<file path="src/rtl/gf_pkg.sv">
// Shared GF(2^M) constants, state encoding and sizing helper for the RS datapath.
package gf_pkg;

  // Default field: GF(32) with x^5 + x^2 + 1
  localparam int unsigned GF_M    = 5;
  localparam int unsigned GF_POLY = 32'h25;

  typedef enum logic [1:0] {
    IDLE = 2'd0,
    RUN  = 2'd1,
    DONE = 2'd2
  } gf_state_e;

  // Bit-position counter width for an M-bit multiplier operand
  function automatic int unsigned cnt_width(input int unsigned m);
    return $clog2(m);
  endfunction

endpackage

</file>
<file path="src/rtl/gf_mul_serial_if.sv">
// Operand/result handshake bundle for the serial GF multiplier.
interface gf_mul_serial_if import gf_pkg::*; #(
  parameter int unsigned M = GF_M
);

  logic         in_valid;
  logic         in_ready;
  logic [M-1:0] in_a;
  logic [M-1:0] in_b;
  logic         in_acc;
  logic         out_valid;
  logic         out_ready;
  logic [M-1:0] out_z;

  // Producer of operands / consumer of results
  modport master (
    output in_valid, in_a, in_b, in_acc, out_ready,
    input  in_ready, out_valid, out_z
  );

  // The multiplier itself
  modport slave (
    input  in_valid, in_a, in_b, in_acc, out_ready,
    output in_ready, out_valid, out_z
  );

endinterface

</file>
<file path="src/rtl/gf_xtime.sv">
// Combinational multiply-by-alpha in GF(2^M): shift left, reduce by POLY on carry-out.
module gf_xtime import gf_pkg::*; #(
  parameter int unsigned M    = GF_M,
  parameter int unsigned POLY = GF_POLY
) (
  input  logic [M-1:0] a,
  output logic [M-1:0] y
);

  localparam logic [M-1:0] RED = M'(POLY);

  // Shifted-out x^M term folds back as the low part of the polynomial
  always_comb begin
    y = {a[M-2:0], 1'b0} ^ (a[M-1] ? RED : '0);
  end

endmodule

</file>
<file path="src/rtl/gf_mul_serial.sv">
// Bit-serial GF(2^M) multiplier/accumulator, MSB-first Horner, M cycles per product.
// Optional build macro GF_MUL_BYPASS_EN: trivial operands (a==0, b==0, b==1)
// skip the serial loop and complete on the accept edge.
module gf_mul_serial import gf_pkg::*; #(
  parameter int unsigned M    = GF_M,
  parameter int unsigned POLY = GF_POLY
) (
  input  logic           clk,
  input  logic           rst_n,
  gf_mul_serial_if.slave bus,
  input  logic           acc_clr,
  output logic           busy,
  output logic [M-1:0]   acc
);

  localparam int unsigned CNT_W = cnt_width(M);

  if (((POLY >> M) & 32'd1) == 32'd0) begin : g_poly_chk
    $error("gf_mul_serial: POLY must include the x^M term");
  end
  if (M < 3 || M > 16) begin : g_m_chk
    $error("gf_mul_serial: M must be in 3..16");
  end

  gf_state_e        state_q, state_d;
  logic [M-1:0]     a_q, a_d;
  logic [M-1:0]     b_q, b_d;
  logic             mode_q, mode_d;
  logic [M-1:0]     p_q, p_d;
  logic [CNT_W-1:0] cnt_q, cnt_d;
  logic [M-1:0]     z_q, z_d;
  logic [M-1:0]     acc_q, acc_d;
  logic             rdy;
  logic [M-1:0]     p_xt;
  logic [M-1:0]     p_step;
  logic [M-1:0]     p_res;

  gf_xtime #(.M(M), .POLY(POLY)) u_xtime (
    .a (p_q),
    .y (p_xt)
  );

  // One Horner step and the value it would publish on the final step
  always_comb begin
    p_step = p_xt ^ (b_q[cnt_q] ? a_q : '0);
    p_res  = mode_q ? (acc_q ^ p_step) : p_step;
  end

`ifdef GF_MUL_BYPASS_EN
  logic         byp;
  logic [M-1:0] byp_res;

  // Trivial products: zero operand gives 0, b==1 gives a
  always_comb begin
    byp     = (bus.in_a == '0) || (bus.in_b == '0) || (bus.in_b == M'(1));
    byp_res = ((bus.in_b == M'(1)) ? bus.in_a : '0) ^ (bus.in_acc ? acc_q : '0);
  end
`endif

  // Next-state, handshake and datapath update
  always_comb begin
    state_d = state_q;
    a_d     = a_q;
    b_d     = b_q;
    mode_d  = mode_q;
    p_d     = p_q;
    cnt_d   = cnt_q;
    z_d     = z_q;
    acc_d   = acc_q;
    rdy     = 1'b0;

    case (state_q)
      IDLE: rdy = 1'b1;
      RUN: begin
        p_d   = p_step;
        cnt_d = cnt_q - CNT_W'(1);
        if (cnt_q == '0) begin
          state_d = DONE;
          z_d     = p_res;
          if (mode_q) acc_d = p_res;
        end
      end
      DONE: begin
        rdy = bus.out_ready;
        if (bus.out_ready) state_d = IDLE;
      end
      default: state_d = IDLE;
    endcase

    // Accept from IDLE, or hand over straight from DONE when the result is taken
    if (bus.in_valid && rdy) begin
      a_d     = bus.in_a;
      b_d     = bus.in_b;
      mode_d  = bus.in_acc;
      p_d     = '0;
      cnt_d   = CNT_W'(M - 1);
      state_d = RUN;
`ifdef GF_MUL_BYPASS_EN
      if (byp) begin
        state_d = DONE;
        z_d     = byp_res;
        if (bus.in_acc) acc_d = byp_res;
      end
`endif
    end

    // Clear has priority over any accumulate write-back
    if (acc_clr) acc_d = '0;
  end

  // State and datapath registers
  always_ff @(posedge clk or negedge rst_n) begin
    if (!rst_n) begin
      state_q <= IDLE;
      a_q     <= '0;
      b_q     <= '0;
      mode_q  <= 1'b0;
      p_q     <= '0;
      cnt_q   <= '0;
      z_q     <= '0;
      acc_q   <= '0;
    end else begin
      state_q <= state_d;
      a_q     <= a_d;
      b_q     <= b_d;
      mode_q  <= mode_d;
      p_q     <= p_d;
      cnt_q   <= cnt_d;
      z_q     <= z_d;
      acc_q   <= acc_d;
    end
  end

  assign bus.in_ready  = rdy;
  assign bus.out_valid = (state_q == DONE);
  assign bus.out_z     = z_q;
  assign busy          = (state_q == RUN);
  assign acc           = acc_q;

endmodule

</file>
<file path="src/flat_wrapper.sv">
// flat-port wrapper written by rule: the top's interface ports become plain ports
module gf_mul_serial_flat import gf_pkg::*;
#(
  parameter int unsigned M    = GF_M,
  parameter int unsigned POLY = GF_POLY
)
  (clk, rst_n, acc_clr, busy, acc, bus_in_valid, bus_in_a, bus_in_b, bus_in_acc, bus_out_ready, bus_in_ready, bus_out_valid, bus_out_z);
  gf_mul_serial_if #(.M(M)) bus_i ();
  input  logic clk;
  input  logic rst_n;
  input  logic acc_clr;
  output logic busy;
  output logic [M-1:0] acc;
  input wire logic [$bits(bus_i.in_valid)-1:0] bus_in_valid;
  input wire logic [$bits(bus_i.in_a)-1:0] bus_in_a;
  input wire logic [$bits(bus_i.in_b)-1:0] bus_in_b;
  input wire logic [$bits(bus_i.in_acc)-1:0] bus_in_acc;
  input wire logic [$bits(bus_i.out_ready)-1:0] bus_out_ready;
  output wire logic [$bits(bus_i.in_ready)-1:0] bus_in_ready;
  output wire logic [$bits(bus_i.out_valid)-1:0] bus_out_valid;
  output wire logic [$bits(bus_i.out_z)-1:0] bus_out_z;
  assign bus_i.in_valid = bus_in_valid;
  assign bus_i.in_a = bus_in_a;
  assign bus_i.in_b = bus_in_b;
  assign bus_i.in_acc = bus_in_acc;
  assign bus_i.out_ready = bus_out_ready;
  assign bus_in_ready = bus_i.in_ready;
  assign bus_out_valid = bus_i.out_valid;
  assign bus_out_z = bus_i.out_z;
  gf_mul_serial #(.M(M), .POLY(POLY)) u_core (.clk(clk), .rst_n(rst_n), .bus(bus_i), .acc_clr(acc_clr), .busy(busy), .acc(acc));
endmodule
</file>
<file path="config.mk">
export PLATFORM = sky130hd
export DESIGN_NAME = gf_mul_serial_flat
export DESIGN_NICKNAME = d
export VERILOG_FILES = /design/src/rtl/gf_pkg.sv /design/src/rtl/gf_mul_serial_if.sv /design/src/rtl/gf_xtime.sv /design/src/rtl/gf_mul_serial.sv /design/src/flat_wrapper.sv
export SDC_FILE = /design/constraint.sdc
export NUM_CORES = 1
export LEC_CHECK = 0
export CORE_AREA = 2 2 52 74
export CTS_BUF_LIST = sky130_fd_sc_hd__clkbuf_2 sky130_fd_sc_hd__clkbuf_4 sky130_fd_sc_hd__clkbuf_8
export DETAILED_ROUTE_END_ITERATION = 8
export DIE_AREA = 0 0 54 76
export GPL_TIMING_DRIVEN = 0
export PLACE_DENSITY_LB_ADDON = 0.25
export SLEW_MARGIN = 5
export SYNTH_ARGS = -nofsm -noshare
export SYNTH_HDL_FRONTEND = slang
export SYNTH_SLANG_ARGS = --single-unit
export TNS_END_PERCENT = 10
</file>
<file path="constraint.sdc">
create_clock -name clk -period 2.1 [get_ports clk]
set_input_delay 0.315 -clock clk [delete_from_list [all_inputs] [get_ports clk]]
set_output_delay 0.315 -clock clk [all_outputs]
set_load 0.01 [all_outputs]
</file>
==> flow_summary.ini, run 1 <==
[synth]
synth_ff_type = dfrtp_1
yosys_warnings = 0
netlist_area_sq_mm = 0.00167
synth_nets = 166
ys_ff_latch = 31
ys_types = 28
synth_area_leaders = dfrtp_1 47%, mux2_2 7.4%, xor3_1 7.1%
ys_seq_area_share_pct = 46.5
ys_async_sr_fraction_pct = 100
synth_top_area_cell = dfrtp_1
synth_top_area_share_pct = 46.5
postSynthCellCount = 148
synth.avg_cell_area_sq_um = 11.3
synth_edf_count = 0

[setup_path]
reg2reg_to = u_core.acc[2]
crit_chain = inv_2 -> ha_2 -> and4bb_2 -> buf_6 -> nand2_4 -> or2_2 -> mux2i_1 -> mux2_1
worst_setup_path_end_kind = flop
timing.rr.start = u_core.cnt_q[0]
crit_start = u_core.cnt_q[0]
cp_slowest_cell = dfrtp_1
r2r_setup_slack_ns = 0.07
cp_num_buf_inv = 2
path_class = reg2reg
slowest_delay_ns = 0.41
reg2regPathDepth = 8
critPathMaxFanout = 8
start_kind = flop
arrival_ns = 2.19
cp_top_family = simple AND/OR/NAND/NOR gates
crit_required_ns = 2.26

[cts]
cts_tree = yes
cts_sinks = 31
cts_inserted_buffers = 5
cts_root_buf = clkbuf_8
clk_pin_slew_ns = 0.07
htreeDepth = 2
insertion_delay_ns = 0.28
cts_hold_buf = 0
clk_path_buf_depth = 2

[cells_and_area]
final_common_cell = dfrtp_1
antenna_cells = 0
final_layout_size_suffix_gt1_share_pct = 24.6
final_area_sq_mm = 0.00217
fillerInstances = 309
syn_to_final_growth_pct = 30.0
instances_no_fill = 229
fin_nets = 204
final_cell_mix = 30 x dfrtp_1, 26 x clkdlybuf4s50_1, 14 x nand2_1, 12 x nand3_1, 12 x o21ai_0

[sta]
setup_viol = 0
report.final.slew_viol_count = 0
holdWs_ns = 0.0793
hold_viol = 0
timing.final.crit_period_ns = 2.03
maxSlewHeadroom_pct = 51.8
setup_ws_ns = 0.0732
max_clock_freq_mhz = 493
tightest_slew_ns = 0.722
fin_crit_sh_pct = 96.5
final.setup_skew_ns = 0.00664

[routing]
routed_wl_microns = 3460
antenna_left = 0
wire_per_inst_microns = 15.1
drtIter0Drc = 15
vias = 1198
drc = 0
viasPerCell = 5.23
first_pass_iters = 4

[global_routing]
grt_antenna_before_repair = 0
grt.overflow.total = 0
grtUsageTotal_pct = 18.6
grt_pass1_vias = 1210
grt_pass1_wl_microns = 5620
grt_max_degree = 32

[floorplanning]
start_util_pct = 47.4
rows = 26
die_h_microns = 76
ios = 29
die-width_microns = 54
core_area_sq_mm = 0.00351
dieArea_sq_mm = 0.00410

[run_status]
outcome = finished, final reports clean

[flow_run]
drv_cap = 0

[placed_design]
dp_hpwl_microns = 2490
place_ws_ns = -0.102
placed_cells = 217
placed_cell_area_sq_mm = 0.00198
io_buffers = 27
gp_congestion = 0.757

[hold_path]
hold_class = in2async

[power]
power-per-cell-area_mw_per_mm2 = 1460
ir_drop_v = 0.000837
p_leak_nw = 0.930
[registers in the layout (all words and copies together) (netlist names)]
name	cells
u_core.a_q	5
u_core.acc	5
u_core.b_q	5
u_core.bus.out_z	5
u_core.p_q	5
u_core.cnt_q	3
u_core.state_q	2
u_core.mode_q	1
[Yosys cell counts (2+ instances only)]
cell type,number
inv_1,4
o21ai_0,12
ha_1,2
dfrtp_1,31
mux2i_1,7
nand2_1,15
mux2_2,11
xnor2_1,5
clkbuf_1,2
or2_2,6
xor2_1,2
nand3_1,12
nor2_1,5
mux2_1,5
nor2b_1,7
nand2b_1,2
o21a_2,5
xor3_1,5
[per-stage QoR]
step / TNS (ns) / util (%) / power [W]
2_1_floorplan: 0 / - / 0.00202
6_report: 0 / 61.6 / 0.00317
3_5_place_dp: -0.254 / 56.5 / 0.00245
4_1_cts: 0 / 60.5 / 0.00312
3_3_place_gp: -0.0686 / 56.6 / 0.00239
5_1_grt: -0.000810 / 61.6 / 0.00338
[cell type report]
class                           count  area [sq um]  share of cell area [%]
Multi-Input combinational cell    108           881                    40.7
Sequential cell                    31           777                    35.9
Timing Repair Buffer               31           295                    13.6
Clock buffer                        6          82.6                    3.81
Tap cell                           42          52.6                    2.43
Clock inverter                      2          35.0                    1.62
Buffer                              5          27.5                    1.27
Inverter                            4          15.0                   0.693
[routing by layer]
metal	up-vias	GRT usage, %	wire [microns]
met2	23	31.8	1890
li1	578	-	-
met3	7	3.73	129
met1	590	21.7	1390
met5	-	0	0
met4	0	7.50	61
[where the power goes]
part	total [W]	internal, W	switching (W)
sequential	0.00105	0.000852	0.000199
combinational	0.00150	0.000840	0.000663
clock	0.000618	0.000384	0.000235
total	0.00317	0.00208	0.00110
[what timing repair did]
item                                    in CTS  in global routing
endpoints found under the hold margin        0                  0
setup buffers                                2                  2
gates resized for setup                      3                  7
endpoints found under the setup margin       5                  5
[cell families (layout without fill, tap and decap cells)]
logic type	after synthesis	count (layout)	share of synthesized area [%]
adder cells (fa/ha/maj)	2	2	1.50
multiplexers	24	24	15.9
buffers and inverters	9	48	2.33
XOR/XNOR	12	12	10.8
AO/OA/AOI/OAI	20	20	7.73
flip-flops	31	31	46.5
AND/OR/NAND/NOR	50	50	15.2
[worst max path at each step]
stage / endpoint / slack, ns / depth (start not counted)
6_report: u_core.acc[2] / 0.07 / 8
4_1_cts: u_core.acc[2] / 0.01 / 8
2_1_floorplan: u_core.acc[2] / 0.19 / 8
5_1_grt: u_core.acc[0] / -0.0008 / 6
3_5_place_dp: u_core.acc[2] / -0.10 / 8
3_3_place_gp: u_core.acc[2] / -0.03 / 8
(Power assumes the default switching activity.)
==> inputs of run 2 (changes only) <==
--- a/config.mk
+++ b/config.mk
@@ -5,10 +5,10 @@
 export SDC_FILE = /design/constraint.sdc
 export NUM_CORES = 1
 export LEC_CHECK = 0
-export CORE_AREA = 2 2 52 74
+export CORE_AREA = 2 2 53 75
 export CTS_BUF_LIST = sky130_fd_sc_hd__clkbuf_2 sky130_fd_sc_hd__clkbuf_4 sky130_fd_sc_hd__clkbuf_8
 export DETAILED_ROUTE_END_ITERATION = 8
-export DIE_AREA = 0 0 54 76
+export DIE_AREA = 0 0 55 77
 export GPL_TIMING_DRIVEN = 0
 export PLACE_DENSITY_LB_ADDON = 0.25
 export SLEW_MARGIN = 5
==> constraint.sdc (replaced) <==
create_clock -name clk -period 1.7 [get_ports clk]
set_input_delay 0.255 -clock clk [delete_from_list [all_inputs] [get_ports clk]]
set_output_delay 0.255 -clock clk [all_outputs]
set_load 0.01 [all_outputs]
==> run 2 against run 1 <==
The flow now finishes with violations (setup timing). Core utilization rose by 2.9 points. Global-route usage is 1.1 points higher. Via count increased by 2.0%. Cell count rose by 1.7%.
==> flow_summary.ini, run 2 (synthesized netlist as in run 1, its figures left out) <==
[sta]
fin_tns_setup_ns = -1.54
max_clock_freq_mhz = 520
fin_crit_sh_pct = 113
final.setup_skew_ns = 0.00522
hold_viol = 0
setup_ws_ns = -0.222
maxSlewHeadroom_pct = 53.1
rsz0062_at_grt = yes
timing.final.crit_period_ns = 1.92
setup_viol = 11
tightest_slew_ns = 0.704
report.final.slew_viol_count = 0

[setup_path]
r2r_setup_slack_ns = -0.22
crit_required_ns = 1.88
path_class = reg2reg
critPathMaxFanout = 5
worst_setup_path_end_kind = flop
crit_chain = inv_2 -> ha_4 -> and4bb_2 -> buf_6 -> nand2_4 -> or2_4 -> mux2i_2 -> mux2_4
arrival_ns = 2.10
start_kind = flop
cp_slowest_cell = dfrtp_1
slowest_delay_ns = 0.42

[floorplanning]
dieArea_sq_mm = 0.00424
die-width_microns = 55
core_area_sq_mm = 0.00358
start_util_pct = 46.6
die_h_microns = 77
ios = 29
rows = 26

[cells_and_area]
final_common_cell = dfrtp_1
instances_no_fill = 233
final_area_sq_mm = 0.00231
final_layout_size_suffix_gt1_share_pct = 31.4
fin_nets = 209
syn_to_final_growth_pct = 38.7
antenna_cells = 0
final_cell_mix = 29 x dfrtp_1, 23 x clkdlybuf4s50_1, 14 x nand2_1, 11 x nand3_1, 11 x mux2_2

[placed_design]
dp_hpwl_microns = 2450
placed_cell_area_sq_mm = 0.00201
placed_cells = 217
io_buffers = 27
gp_congestion = 0.737

[hold_path]
hold_class = in2async

[cts]
htreeDepth = 2
cts_root_buf = clkbuf_8
insertion_delay_ns = 0.29
cts_sinks = 31
cts_tree = yes
clk_path_buf_depth = 2
cts_inserted_buffers = 5
clk_pin_slew_ns = 0.07

[run_status]
violations = setup timing
outcome = finished with violations

[power]
ir_drop_v = 0.00108
power-per-cell-area_mw_per_mm2 = 1790
p_leak_nw = 0.989

[global_routing]
grt_antenna_before_repair = 0
grt_max_degree = 32
grt.overflow.total = 0
grtUsageTotal_pct = 19.7
grt_pass1_wl_microns = 5910
grt_pass1_vias = 1269

[routing]
vias = 1222
drc = 0
viasPerCell = 5.24
drtIter0Drc = 22
first_pass_iters = 4
routed_wl_microns = 3650
wire_per_inst_microns = 15.6
antenna_left = 0

[flow_run]
drv_cap = 0
-- run 2: metal layers --
| metal | global-route usage, % | up-vias | wire, microns |
|---|---|---|---|
| met5 | 0 | - | 0 |
| met4 | 8.05 | 0 | 65 |
| met3 | 6.03 | 7 | 179 |
| met2 | 31.2 | 29 | 1920 |
| met1 | 24.2 | 597 | 1480 |
| li1 | - | 589 | - |
-- run 2: cell type report --
class | instances | area [sq um]
Buffer | 5 | 30.0
Tap cell | 42 | 52.6
Clock buffer | 6 | 82.6
Clock inverter | 1 | 5.00
Multi-Input combinational cell | 108 | 1000
Fill cell | 289 | 1270
Sequential cell | 31 | 778
Timing Repair Buffer | 36 | 344
Inverter | 4 | 15.0
-- run 2: metrics by stage --
stage	hold WS [ns]	worst slack, ns	util [%]	power, W
after floorplan	-0.0406	-0.148	-	0.00253
after global placement	0.468	-0.306	56.3	0.00298
after detailed placement	0.343	-0.348	56.2	0.00305
after CTS	0.0266	-0.207	63.0	0.00406
after global routing	0.0647	-0.281	64.6	0.00443
final	0.0127	-0.222	64.6	0.00414
-- run 2: path summary, 6_finish.rpt --
kind / from / endpoint / cells past startpoint
setup reg to reg: u_core.cnt_q[0] / u_core.acc[2] / 8
min in group clk: acc_clr / u_core.acc[0] / 3
setup / recovery: u_core.cnt_q[0] / u_core.acc[2] / 8
hold reg to reg: u_core.bus.out_z[4] / u_core.bus.out_z[4] / 2
hold / removal: rst_n / u_core.b_q[0] / 1
max in group asynchronous: rst_n / u_core.cnt_q[2] / 1
-- run 2: report_power, final --
| group | internal, W | switching, W |
|---|---|---|
| Sequential | 0.00106 | 0.000304 |
| Combinational | 0.00127 | 0.000913 |
| Clock | 0.000317 | 0.000279 |
| Total | 0.00265 | 0.00150 |
-- run 2: timing repair --
| item | CTS | global route |
|---|---|---|
| setup endpoints to repair | 12 | 23 |
| hold buffers | 0 | 0 |
| pin swaps | 3 | 3 |
| resized for setup | 24 | 14 |
| buffers inserted | 9 | 0 |
| hold endpoints to repair | 0 | 0 |
-- run 2: worst max-delay path, delay by kind of cell, from the launching register on --
kind | cells | cell delay (ns)
AND/OR/NAND/NOR | 3 | 0.53
flip-flops | 1 | 0.42
adder cells (fa/ha/maj) | 1 | 0.13
multiplexers | 2 | 0.51
buffers and inverters | 2 | 0.22
